[src/rtl/maxpool_flatten.sv]
// 2x2 stride-2 max pooling over two layer-0 channels, writing each pooled
// pixel to its layer-1 channel map and, interleaved by channel, to layer 2.
module maxpool_flatten #(
  parameter int IMG_W = 64,
  parameter int DW    = 20
) (
  input  logic          clk,
  input  logic          reset,
  input  logic          start,
  output logic          busy,
  output logic          done,
  output logic          crd,
  output logic [11:0]   caddr_rd,
  input  logic [DW-1:0] cdata_rd,
  output logic          cwr,
  output logic [11:0]   caddr_wr,
  output logic [DW-1:0] cdata_wr,
  output logic [2:0]    csel
);

  localparam int PW = IMG_W / 2;
  localparam int CW = (PW > 1) ? $clog2(PW) : 1;
  localparam logic [CW-1:0] LAST_POS = CW'(PW - 1);

  localparam logic [2:0] SEL_NONE = 3'b000;
  localparam logic [2:0] SEL_L0C0 = 3'b001;
  localparam logic [2:0] SEL_L0C1 = 3'b010;
  localparam logic [2:0] SEL_L1C0 = 3'b011;
  localparam logic [2:0] SEL_L1C1 = 3'b100;
  localparam logic [2:0] SEL_L2   = 3'b101;

  typedef enum logic [2:0] {
    IDLE, READ, CMP, WR_L1, WR_L2, NEXT, DONE
  } state_t;

  state_t        state_q, state_d;
  logic [1:0]    k_q, k_d;
  logic [CW-1:0] r_q, r_d, c_q, c_d;
  logic          ch_q, ch_d;
  logic [DW-1:0] max_q, max_d;

  logic          busy_q, busy_d, done_q, done_d;
  logic          crd_q, crd_d, cwr_q, cwr_d;
  logic [11:0]   caddr_rd_q, caddr_rd_d, caddr_wr_q, caddr_wr_d;
  logic [DW-1:0] cdata_wr_q, cdata_wr_d;
  logic [2:0]    csel_q, csel_d;

  logic [11:0]   rowBase, readBase, kOff, pixIdx;
  logic          lastGroup;

  assign lastGroup = (r_q == LAST_POS) && (c_q == LAST_POS) && ch_q;

  always_comb begin
    state_d = state_q;
    k_d     = k_q;
    r_d     = r_q;
    c_d     = c_q;
    ch_d    = ch_q;
    max_d   = max_q;

    unique case (state_q)
      IDLE: begin
        if (start) begin
          state_d = READ;
          k_d     = 2'd0;
          r_d     = '0;
          c_d     = '0;
          ch_d    = 1'b0;
        end
      end
      READ: begin
        if (k_q == 2'd3) state_d = CMP;
        else             k_d     = k_q + 2'd1;
      end
      CMP:   state_d = WR_L1;
      WR_L1: state_d = WR_L2;
      WR_L2: begin
        k_d = 2'd0;
        if (lastGroup) begin
          state_d = DONE;
        end else begin
          state_d = READ;
          ch_d    = ~ch_q;
          if (ch_q) begin
            if (c_q == LAST_POS) begin
              c_d = '0;
              r_d = r_q + 1'b1;
            end else begin
              c_d = c_q + 1'b1;
            end
          end
        end
      end
      DONE:    state_d = IDLE;
      default: state_d = IDLE;
    endcase

    // Read data lags the strobe by one cycle: the first sample seeds the max.
    if (state_q == READ && k_q == 2'd1) begin
      max_d = cdata_rd;
    end else if ((state_q == READ && k_q >= 2'd2) || state_q == CMP) begin
      if ($signed(cdata_rd) > $signed(max_q)) max_d = cdata_rd;
    end
  end

  // Outputs are registered from the next-state view so they line up with k.
  always_comb begin
    rowBase  = 12'(r_d) * 12'(2 * IMG_W);
    readBase = rowBase + (12'(c_d) << 1);
    pixIdx   = 12'(r_d) * 12'(PW) + 12'(c_d);
    unique case (k_d)
      2'd0: kOff = 12'd0;
      2'd1: kOff = 12'd1;
      2'd2: kOff = 12'(IMG_W);
      2'd3: kOff = 12'(IMG_W + 1);
    endcase

    busy_d     = (state_d == READ) || (state_d == CMP) ||
                 (state_d == WR_L1) || (state_d == WR_L2);
    done_d     = (state_d == DONE);
    crd_d      = (state_d == READ);
    cwr_d      = (state_d == WR_L1) || (state_d == WR_L2);
    caddr_rd_d = caddr_rd_q;
    caddr_wr_d = caddr_wr_q;
    cdata_wr_d = cdata_wr_q;
    csel_d     = SEL_NONE;

    if (state_d == READ) begin
      caddr_rd_d = readBase + kOff;
      csel_d     = ch_d ? SEL_L0C1 : SEL_L0C0;
    end else if (state_d == WR_L1) begin
      caddr_wr_d = pixIdx;
      cdata_wr_d = max_d;
      csel_d     = ch_d ? SEL_L1C1 : SEL_L1C0;
    end else if (state_d == WR_L2) begin
      caddr_wr_d = (pixIdx << 1) + 12'(ch_d);
      cdata_wr_d = max_d;
      csel_d     = SEL_L2;
    end
  end

  always_ff @(posedge clk or negedge reset) begin
    if (!reset) begin
      state_q    <= IDLE;
      k_q        <= 2'd0;
      r_q        <= '0;
      c_q        <= '0;
      ch_q       <= 1'b0;
      max_q      <= '0;
      busy_q     <= 1'b0;
      done_q     <= 1'b0;
      crd_q      <= 1'b0;
      cwr_q      <= 1'b0;
      caddr_rd_q <= 12'd0;
      caddr_wr_q <= 12'd0;
      cdata_wr_q <= '0;
      csel_q     <= SEL_NONE;
    end else begin
      state_q    <= state_d;
      k_q        <= k_d;
      r_q        <= r_d;
      c_q        <= c_d;
      ch_q       <= ch_d;
      max_q      <= max_d;
      busy_q     <= busy_d;
      done_q     <= done_d;
      crd_q      <= crd_d;
      cwr_q      <= cwr_d;
      caddr_rd_q <= caddr_rd_d;
      caddr_wr_q <= caddr_wr_d;
      cdata_wr_q <= cdata_wr_d;
      csel_q     <= csel_d;
    end
  end

  assign busy     = busy_q;
  assign done     = done_q;
  assign crd      = crd_q;
  assign cwr      = cwr_q;
  assign caddr_rd = caddr_rd_q;
  assign caddr_wr = caddr_wr_q;
  assign cdata_wr = cdata_wr_q;
  assign csel     = csel_q;

endmodule

[config.mk]
export PLATFORM = sky130hd
export DESIGN_NAME = maxpool_flatten
export DESIGN_NICKNAME = d
export VERILOG_FILES = /design/src/rtl/maxpool_flatten.sv
export SDC_FILE = /design/constraint.sdc
export NUM_CORES = 1
export LEC_CHECK = 0
export BUFFER_PORTS_ARGS = -buffer_cell sky130_fd_sc_hd__buf_4
export CORE_ASPECT_RATIO = 0.5
export CORE_MARGIN = 2
export CORE_UTILIZATION = 56
export DETAILED_ROUTE_END_ITERATION = 12
export PLACE_DENSITY = 0.79
export SLEW_MARGIN = 40
export SYNTH_ARGS = -nofsm -noshare
export SYNTH_HDL_FRONTEND = slang
export SYNTH_SLANG_ARGS = --single-unit
export TNS_END_PERCENT = 20
[constraint.sdc]
create_clock -name clk -period 2.9 [get_ports clk]
set_input_delay 0 -clock clk [delete_from_list [all_inputs] [get_ports clk]]
set_output_delay 0 -clock clk [all_outputs]
set_load 0.01 [all_outputs]
Yosys cells after proc, flatten, opt, wreduce, memory -nomap -nowiden --
Index checks and enable logic that the tools add are counted.
Storage, ports and cells: register bits after elaboration 87, output and inout bits 51, logic and storage cells 87
Operators by class: reduce and logical (&&, ||, !) cells 13, bitwise gates (word level) 2, order comparisons 2, muxes and demuxes 33, $add $sub $neg 7, equal/unequal tests 16
Operator list (count):
- 20-bit 2-to-1 mux | 5
- 12-bit case mux with 4 select lines | 1
- 5-bit 2-to-1 mux | 8
- 12-bit 2-to-1 mux | 2
- 3-bit 2-to-1 mux | 7
- 20-bit > comparator | 1
- 5-bit case mux with 2 select lines | 2
- 3-bit case mux with 5 select lines | 1
- 12-bit by 1-bit adder with 12-bit output | 1
- 12-bit adder | 1
- 12-bit by 6-bit adder with 12-bit output | 1
- 3-bit by 2-bit equality test with 1-bit output (second input constant) | 4
- 10-bit by 5-bit adder with 11-bit output | 1
- 5-bit by 1-bit adder with 5-bit output (second input constant) | 2
- 5-bit equality test (second input constant) | 2
- 3-bit equality test (second input constant) | 3
- 2-bit equality test (second input constant) | 3
- 3-bit by 1-bit equality test with 1-bit output (second input constant) | 2
- 2-bit 2-to-1 mux | 3
- 2-bit case mux with 3 select lines | 1
- 1-bit logical OR | 5
- 2-bit by 1-bit equality test with 1-bit output (second input constant) | 2
- 1-bit logical AND | 4
- 3-bit logical NOT | 1
- other kinds (8) | 10

Longest topological paths before layout --
depth in word-level cells 9, gate-level depth with buffers 10

Worst setup path after synthesis --
No wires, ideal clock.
kind reg2reg, start reg c_q[0], end reg caddr_rd_q[10] (netlist: caddr_rd[10]), required time 2775 ps, library setup time 125 ps, setup slack 616 ps, stages on the path, launching flop included 11, data arrival time 2160 ps, path through dfrtp_1 ha_1 and3_1 ha_1 nand3_1 a21boi_0 a21oi_1 inv_1 nor2_2 buf_4 mux2_2
RTL lines:
- start, declared | line 38 | logic [CW-1:0] r_q, r_d, c_q, c_d;
- start signal, assigned | line 147 | c_q <= '0;
- start signal, assigned | line 162 | c_q <= c_d;
- 5-bit equality test | line 51 | assign lastGroup = (r_q == LAST_POS) && (c_q == LAST_POS) && ch_q;
- 1-bit logical AND (2 in series) | line 51
- 3-bit 2-to-1 mux | line 79 | if (lastGroup) begin
- 3-bit case mux with 5 select lines | line 61 | unique case (state_q)
- net state_d[0] | line 36 | state_t state_q, state_d;
- 3-bit by 1-bit equality test with 1-bit output
- net crd_d | line 43 | logic crd_q, crd_d, cwr_q, cwr_d;
- end signal, assigned | line 169 | caddr_rd_q <= caddr_rd_d;
- end, declared | line 44 | logic [11:0] caddr_rd_q, caddr_rd_d, caddr_wr_q, caddr_wr_d;
The timed path passes the listed nets, and every way through them passes these cells. A chain may end at the register's enable or synchronous reset.

Worst setup path in the final report --
start reg max_q[19], end reg cdata_wr_q[18] (netlist: cdata_wr[18])
Between the ends: word-level cells in the longest chain between the ends 6
RTL lines:
- start, declared | line 40 | logic [DW-1:0] max_q, max_d;
- start signal, assigned | line 164 | max_q <= max_d;
- 20-bit > comparator (*) | line 102 | if ($signed(cdata_rd) > $signed(max_q)) max_d = cdata_rd;
- 20-bit 2-to-1 mux (*) | line 102
- 20-bit 2-to-1 mux (*) | line 101 | end else if ((state_q == READ && k_q >= 2'd2) || state_q == CMP) begin
- 20-bit 2-to-1 mux (*) | line 99 | if (state_q == READ && k_q == 2'd1) begin
- 20-bit 2-to-1 mux | line 135 | end else if (state_d == WR_L2) begin
- 20-bit 2-to-1 mux (*) | line 131 | end else if (state_d == WR_L1) begin
- end signal, assigned | line 171 | cdata_wr_q <= cdata_wr_d;
- end, declared | line 45 | logic [DW-1:0] cdata_wr_q, cdata_wr_d;
Every way passes the cells marked *; elsewhere a longest branch is shown, timed or not. The select of a mux whose other input is x is not followed.

==> run summary <==
Die Height: 66.9 um
most common cell in the netlist: dfrtp_1
Area Growth Syn to Fin: 25.6%
share of the synthesized area in the top cell type: 0.486
YS warnings: 0
Peak Freq: 0.370 GHz
Clock Path Buffers: 2
Max-slew headroom: 0.521
Hold Buf Count CTS: 21
WL/cell: 16.7 um
# Post-CTS Setup Buffers: 0
FFs w/ async S/R, synth: 1.00
TritonCTS clock tree: done
count of flip-flops with a built-in enable after synthesis: 0
clk_lat worst skew: 0.34 ns
Core ar.: 0.00749 mm^2
Mean Syn Cell Area: 10.5 um^2
Cells after Synth: 420
post-cts sizing count: 0
Slew Viols, Final: 0
final period utilization: 0.931
Fillers: 549
global-route wire length before repair: 17500 um
reg2reg start: max_q[19]$_DFF_PN0_
final setup fails: 0
dominant cells by area after synthesis: dfrtp_1 49%, ha_1 6.8%, a41oi_1 4.0%
worst vdd ir: 413 uV
row count: 22
largest net degree at the start of global routing: 47
Vias/cell: 5.86
Netlist Area Pre-Place: 0.00443 mm^2
post-synth net total: 467
Hold Crit Class: input pin to flip-flop
drt total wl: 10400 um
most frequent cells after synthesis: 86 x dfrtp_1, 32 x a21oi_1, 30 x nor2_1
HPWL after DPL: 6680 um
ANT cells: 0
Nets: 554
Die W: 130 um
io pins: 74
Setup Skew: 0.00537 ns
initial DRC count: 364
via count: 3635
post-route ant nets: 0
outcome: finished, final reports clean
static leakage: 2.61 nW
layout cells sized above 1: 0.242
Critical Path Start Type: flip-flop
Inserted Clock Buffers: 9
Synth Register Bits: 86
design area: 0.00557 mm^2
DR DRC count: 0
# clock sinks: 86
Hold Startpoint: start
crit path kind: flip-flop to flip-flop
number of global-route vias before repair: 3603
Final Core Density: 0.743
hold path cells: 3
Post-Place Cell Area: 0.00504 mm^2
unrepaired setup endpoints after global routing: false
grt total ovfl: 0
Top FF cell, synth: dfrtp_1
CP Capture Type: flip-flop
Critical Path Start: max_q[19]$_DFF_PN0_
Yosys cell types: 52
WP data arrival: 2.91 ns
worst-margin pin slew: 0.714 ns
CTS Root Buffer Type: clkbuf_16
GRT Total Usage: 0.263
cell taking the most area after synthesis: dfrtp_1
total power: 3.49 mW
R2R cell count: 9
setup TNS: 0 ns
CP max FO: 11
DIE AREA: 0.00868 mm^2
Worst EP required: 3.11 ns
initial antenna violation count: 0
Worst-path clk slew: 0.06 ns
PortBufs: 72
Starting Density: 0.592
PwrDens: 627 mW/mm^2
First-pass DRT Iterations: 5
Seq/Total Area, Yosys: 0.486
GPL Wtd Cong: 0.834
Max Cap Viol: 0
CTS H-tree lvls: 3
Tmin final: 2.70 ns
endpoints failing hold: 0
==> final cells by class <==
class | instances | area [um^2] | share of cell area
flip-flops and latches | 86 | 2150 | 0.387
inverters | 24 | 90.1 | 0.0162
multi-input cells | 278 | 2020 | 0.363
well taps | 108 | 135 | 0.0243
clock buffers | 12 | 256 | 0.0461
repair buffers | 108 | 867 | 0.156
clock inverters | 4 | 45.0 | 0.00809
==> report_power, final <==
part | internal, mW | total [mW] | switching [mW]
registers | 1.37 | 1.47 | 0.0942
logic | 0.406 | 0.870 | 0.464
clock network | 0.709 | 1.16 | 0.446
total | 2.49 | 3.49 | 1.00
==> metrics by stage <==
stage	hold WS, ns	setup WS (ns)	cells
global route	0.0259	0.00701	620
detailed placement	0.0252	0.249	582
global placement	0.0300	0.281	582
finish	0.0192	0.199	620
CTS	0.0135	0.229	619
floorplan	-0.296	0.616	420
==> path summary, 6_finish.rpt <==
path                                       endpoint  slack [ns]
max in group asynchronous             crd$_DFF_PN0_        2.01
min in group asynchronous   cdata_wr[2]$_DFFE_PN0P_        0.18
setup reg to reg           cdata_wr[18]$_DFFE_PN0P_        0.20
setup / recovery           cdata_wr[18]$_DFFE_PN0P_        0.20
hold / removal                     k_q[0]$_DFF_PN0_        0.02
hold reg to reg             caddr_wr[3]$_DFFE_PN0P_        0.48
==> sequential cells by signal (all words and copies together) (netlist names) <==
register,count
csel,3
cdata_wr,20
max_q,20
ch_q,1
caddr_rd,12
crd,1
state_q,3
r_q,5
c_q,5
caddr_wr,11
busy,1
done,1
cwr,1
k_q,2
==> placed cells by master, fill, tap and decap left out, types with 3 or more instances in the layout <==
cell type,n
dfrtp_1,86
buf_4,86
a21oi_1,32
nor2_1,30
ha_1,24
inv_1,23
o21ai_0,22
o31ai_1,22
nand2_1,21
dlygate4sd3_1,21
a41oi_1,20
o41ai_1,19
mux2_2,14
mux2i_1,11
clkbuf_16,9
nand3_1,8
and3_1,6
a22o_1,6
nand4_1,4
nor2b_1,3
a211oi_1,3
clkinv_2,3
==> per-layer routing <==
layer	share of wire	track usage	routed length, um
met5	0	0	0
met4	0.012	0.0874	126
met3	0.053	0.0635	552
met2	0.47	0.432	4880
met1	0.46	0.347	4800
==> cell families (layout without fill, tap and decap cells) <==
kind of cell | count (synthesis) | count (layout) | synth area share
other | 1 | 1 | 0.000846
adder cells (fa/ha/maj) | 24 | 24 | 0.0678
AO/OA/AOI/OAI | 143 | 143 | 0.230
flip-flops | 86 | 86 | 0.486
multiplexers | 25 | 25 | 0.0604
AND/OR/NAND/NOR | 85 | 85 | 0.0929
buffers and inverters | 56 | 148 | 0.0624
==> critical path: stages, from the launching register on <==
cell and delay [ns]:
dfrtp_1 0.34, inv_1 0.05, ha_1 0.36, nand4_1 0.19, or4_1 0.57, a211oi_2 0.29
o311ai_4 0.23, buf_6 0.23, a41oi_1 0.21, a21oi_1 0.10
Note: power is estimated with default switching activity, not from simulation.
